### src/rtl/mux2_sync.sv
// mux2_sync: WIDTH-bit 2:1 selector (Sel ? B : A); REG_OUT=1 adds an enabled output register with sync reset and a valid flag, REG_OUT=0 is purely combinational with out_valid tied high
module mux2_sync #(
  parameter int WIDTH = 4,
  parameter bit REG_OUT = 1
) (
  input  logic             clk,
  input  logic             rst,
  input  logic             en,
  input  logic [WIDTH-1:0] A,
  input  logic [WIDTH-1:0] B,
  input  logic             Sel,
  output logic [WIDTH-1:0] Out,
  output logic             out_valid
);
  logic [WIDTH-1:0] mux_d, q;
  logic             v;
  assign mux_d = Sel ? B : A;
  always_ff @(posedge clk) begin
    if (rst) begin
      q <= '0;
      v <= 1'b0;
    end else if (en) begin
      q <= mux_d;
      v <= 1'b1;
    end
  end
  assign Out       = REG_OUT ? q : mux_d;
  assign out_valid = REG_OUT ? v : 1'b1;
endmodule

### config.mk
export PLATFORM = sky130hd
export DESIGN_NAME = mux2_sync
export DESIGN_NICKNAME = d
export VERILOG_FILES = /design/src/rtl/mux2_sync.sv
export SDC_FILE = /design/constraint.sdc
export NUM_CORES = 1
export LEC_CHECK = 0
export BUFFER_PORTS_ARGS = -buffer_cell sky130_fd_sc_hd__buf_4
export CORE_AREA = 2 2 39 41
export CTS_CLUSTER_DIAMETER = 80
export DETAILED_ROUTE_END_ITERATION = 12
export DIE_AREA = 0 0 41 43
export SLEW_MARGIN = 20
export SYNTH_ARGS = -nofsm -noshare
export SYNTH_HDL_FRONTEND = slang
export SYNTH_SLANG_ARGS = --single-unit
### constraint.sdc
create_clock -name clk -period 0.8 [get_ports clk]
set_input_delay 0 -clock clk [delete_from_list [all_inputs] [get_ports clk]]
set_output_delay 0 -clock clk [all_outputs]
set_load 0.01 [all_outputs]
======== Yosys cells after proc, flatten, opt, wreduce, memory -nomap -nowiden ========
Index checks and enable logic that the tools add are counted.
storage, ports and cells
  flip-flop bits (word level) ............. 5
  input port bits ......................... 12
  logic and storage cells ................. 3
operators by class
  multiplexer cells ....................... 1
operators with widths
  operator           number
  4-bit two-way mux  1

======== Depth between registers and ports, before layout ========
  depth after elaboration ................. 1
  gate-level depth with buffers ........... 3

======== Worst setup path after synthesis ========
No wires, ideal clock.
  path type ............................... reg-to-reg
  start point ............................. reg, netlist name Out[0]
  end point ............................... reg q[0], in the netlist Out[0]
  library setup time ...................... 0.086 ns
  arrival time ............................ 0.573 ns
  required time ........................... 0.714 ns
  slack ................................... 0.141 ns
  cell stages (with the launch flop) ...... 3
  buffers on the path ..................... 0
  cells stage by stage .................... dfxtp_1 nor2_1 a211oi_1
RTL lines
  what                  RTL line  RTL
  end signal, assigned  23        q <= mux_d;
  end, declared         15        logic [WIDTH-1:0] mux_d, q;

==> summary.md <==
| Metric | Value |
|---|---|
| Status | completed |
| Least-Margin Pin Slew | 0.1782 ns |
| DIE AREA | 1763 um^2 |
| Crit path required time | 0.92 ns |
| Yosys reg bits | 5 |
| Final Instance Area | 387.9 um^2 |
| Synth Cell Area | 202.7 um^2 |
| Post-layout util | 28.03% |
| DP Area | 332.8 um^2 |
| Max-slew headroom | 87.78% |
| Crit-path max FO | 9 |
| Initial drt markers | 1 |
| F_max | 1334 MHz |
| Routed Wire Length | 542 um |
| GR Overflow Total | 0 |
| Placeable core area | 1384 um^2 |
| Seq/Total Area, Yosys | 49.38% |
| Vias in the first global route | 225 |
| PD cells | 1815 nW/um^2 |
| Final Cycle Share | 93.73% |
| GRT Resource Usage Total | 7.831% |
| Area of the multi-input gates | 97.59 um^2 |
| Pins Over Slew Limit | 0 |
| I/O pin count | 17 |
| Hold slack | 0.1067 ns |
| CTS tree | done |
| Setup_tns | 0 ns |
| # fillers | 162 |
| Port-buffer cells | 16 |
| First-pass GRT wire length | 869 um |
| Largest net degree at the start of global routing | 10 |
| Sequential cell area | 100.1 um^2 |
| Max cap viols | 0 |
| Final GP Congestion | 0.5712 |
| Post-synth top area share | 49.38% |
| Layout area overhead | 91.36% |
| CP arrival | 0.87 ns |
| Die Y | 43 um |
| Row Count | 14 |
| Vias | 217 |
| Leak pwr | 0.1846 nW |
| Main area contributors after synthesis | dfxtp_1 (49%), mux2i_1 (20%), a211oi_1 (15%) |
| Final Hold Fails | 0 |
| Yosys top cell by area | dfxtp_1 |
| Type of the worst setup path | in -> reg |
| Initial antenna violation count | 0 |
| Setup Fix Bufs, Post-CTS | 0 |
| Library cells used by synthesis | 6 |
| Drt via density | 3.807 |
| CTS sink cnt | 5 |
| Post-route ant nets | 0 |
| Most frequent cells in the layout | buf_4 (15), nor2_1 (6), dfxtp_1 (5) |
| Inserted Diodes | 0 |
| Maximum vdd drop | 0.0008644 V |
| CP Launch Type | primary input |
| Final Setup Violations | 0 |
| Most common cell after layout, fill and taps aside | buf_4 |
| RSZ-0062 raised after global routing | no |
| Critical path endpoint category | flop |
| Ratio of cells with drive above 1 in the final layout | 48.78% |
| DR pass1 iterations | 2 |
| Die width | 41 um |
| Mean Syn Cell Area | 9.652 um^2 |
| DRC violations left | 0 |
| Clock latency on the worst-skew pair | 0.24 ns |
| CTS Root Cell | clkbuf_4 |
| Syn nets | 33 |
| Num CTS Buffers | 3 |
| H-tree depth | 1 |
| Nets | 54 |
| Min Tclk post-route | 0.7499 ns |
| CTS Buffer Depth | 2 |
| Clock transition at path regs | 0.04 ns |
| Total design power | 0.0007040 W |
| Hold WC Path Type | in -> reg |
| Mapped Cells | 21 |
| Ys Warns | 0 |
| Initial Utilization | 14.65% |
| Layout Skew | 0 ns |
| WL/cell | 9.509 um |
==> power breakdown <==
group / internal [W] / switching, W / leakage, nW
combinational: 0.0000842 / 0.0000513 / 0.128
sequential: 0.000269 / 0.00000921 / 0.0417
clock: 0.000188 / 0.000102 / 0.0150
==> flip-flops by register name, summed over array words and instances, names as in the netlist <==
signal	count
out_valid	1
Out	4
==> cell type report <==
class / instances / area share (%)
clock buffers: 4 / 6.774
well taps: 16 / 5.161
repair buffers: 18 / 37.10
flip-flops and latches: 5 / 25.81
multi-input cells: 14 / 25.16
==> worst max-delay path: stages <==
cell,delay (ns)
dlygate4sd3_1,0.55
buf_6,0.14
nor2_1,0.13
a211oi_2,0.05
==> path summary, 6_finish.rpt <==
kind                        from  cells past startpoint  slack (ns)                   to
min reg2reg  Out[3]$_SDFFE_PP0P_                      2        0.48  Out[3]$_SDFFE_PP0P_
max                           en                      4        0.05  Out[2]$_SDFFE_PP0P_
min                         A[1]                      3        0.11  Out[1]$_SDFFE_PP0P_
max reg2reg  Out[1]$_SDFFE_PP0P_                      2        0.17  Out[1]$_SDFFE_PP0P_
==> through the flow <==
step                      setup slack (ns)  cells
after global placement              0.1850     51
after global routing               0.01770     57
after detailed placement            0.1634     51
final                              0.05013     57
after CTS                          0.02859     57
after floorplan                     0.1414     21
==> cell usage after synthesis <==
cell,number
nor2_1,6
dfxtp_1,5
a211oi_1,4
clkbuf_2,1
buf_2,1
mux2i_1,4
==> cell families after synthesis <==
group	synth area share, %
mux	19.75
compound gates	14.82
simple gates	11.11
buf+inv	4.934
flops	49.38
==> routing by layer <==
metal | share of wire (%) | global-route usage (%) | wire, um | up-vias
met1 | 36 | 8.682 | 197 | 89
li1 | - | - | - | 114
met4 | 0 | 2.000 | 0 | 0
met5 | 0 | 0 | 0 | -
met2 | 48 | 10.31 | 261 | 14
met3 | 15 | 7.853 | 83 | 0
==> repair_timing <==
item | 4_1_cts | 5_1_grt
endpoints found under the setup margin | 0 | 3
resized for setup | 0 | 2
hold buffers | 2 | 0
endpoints found under the hold margin | 5 | 0
Note: power is estimated with default switching activity, not from simulation.
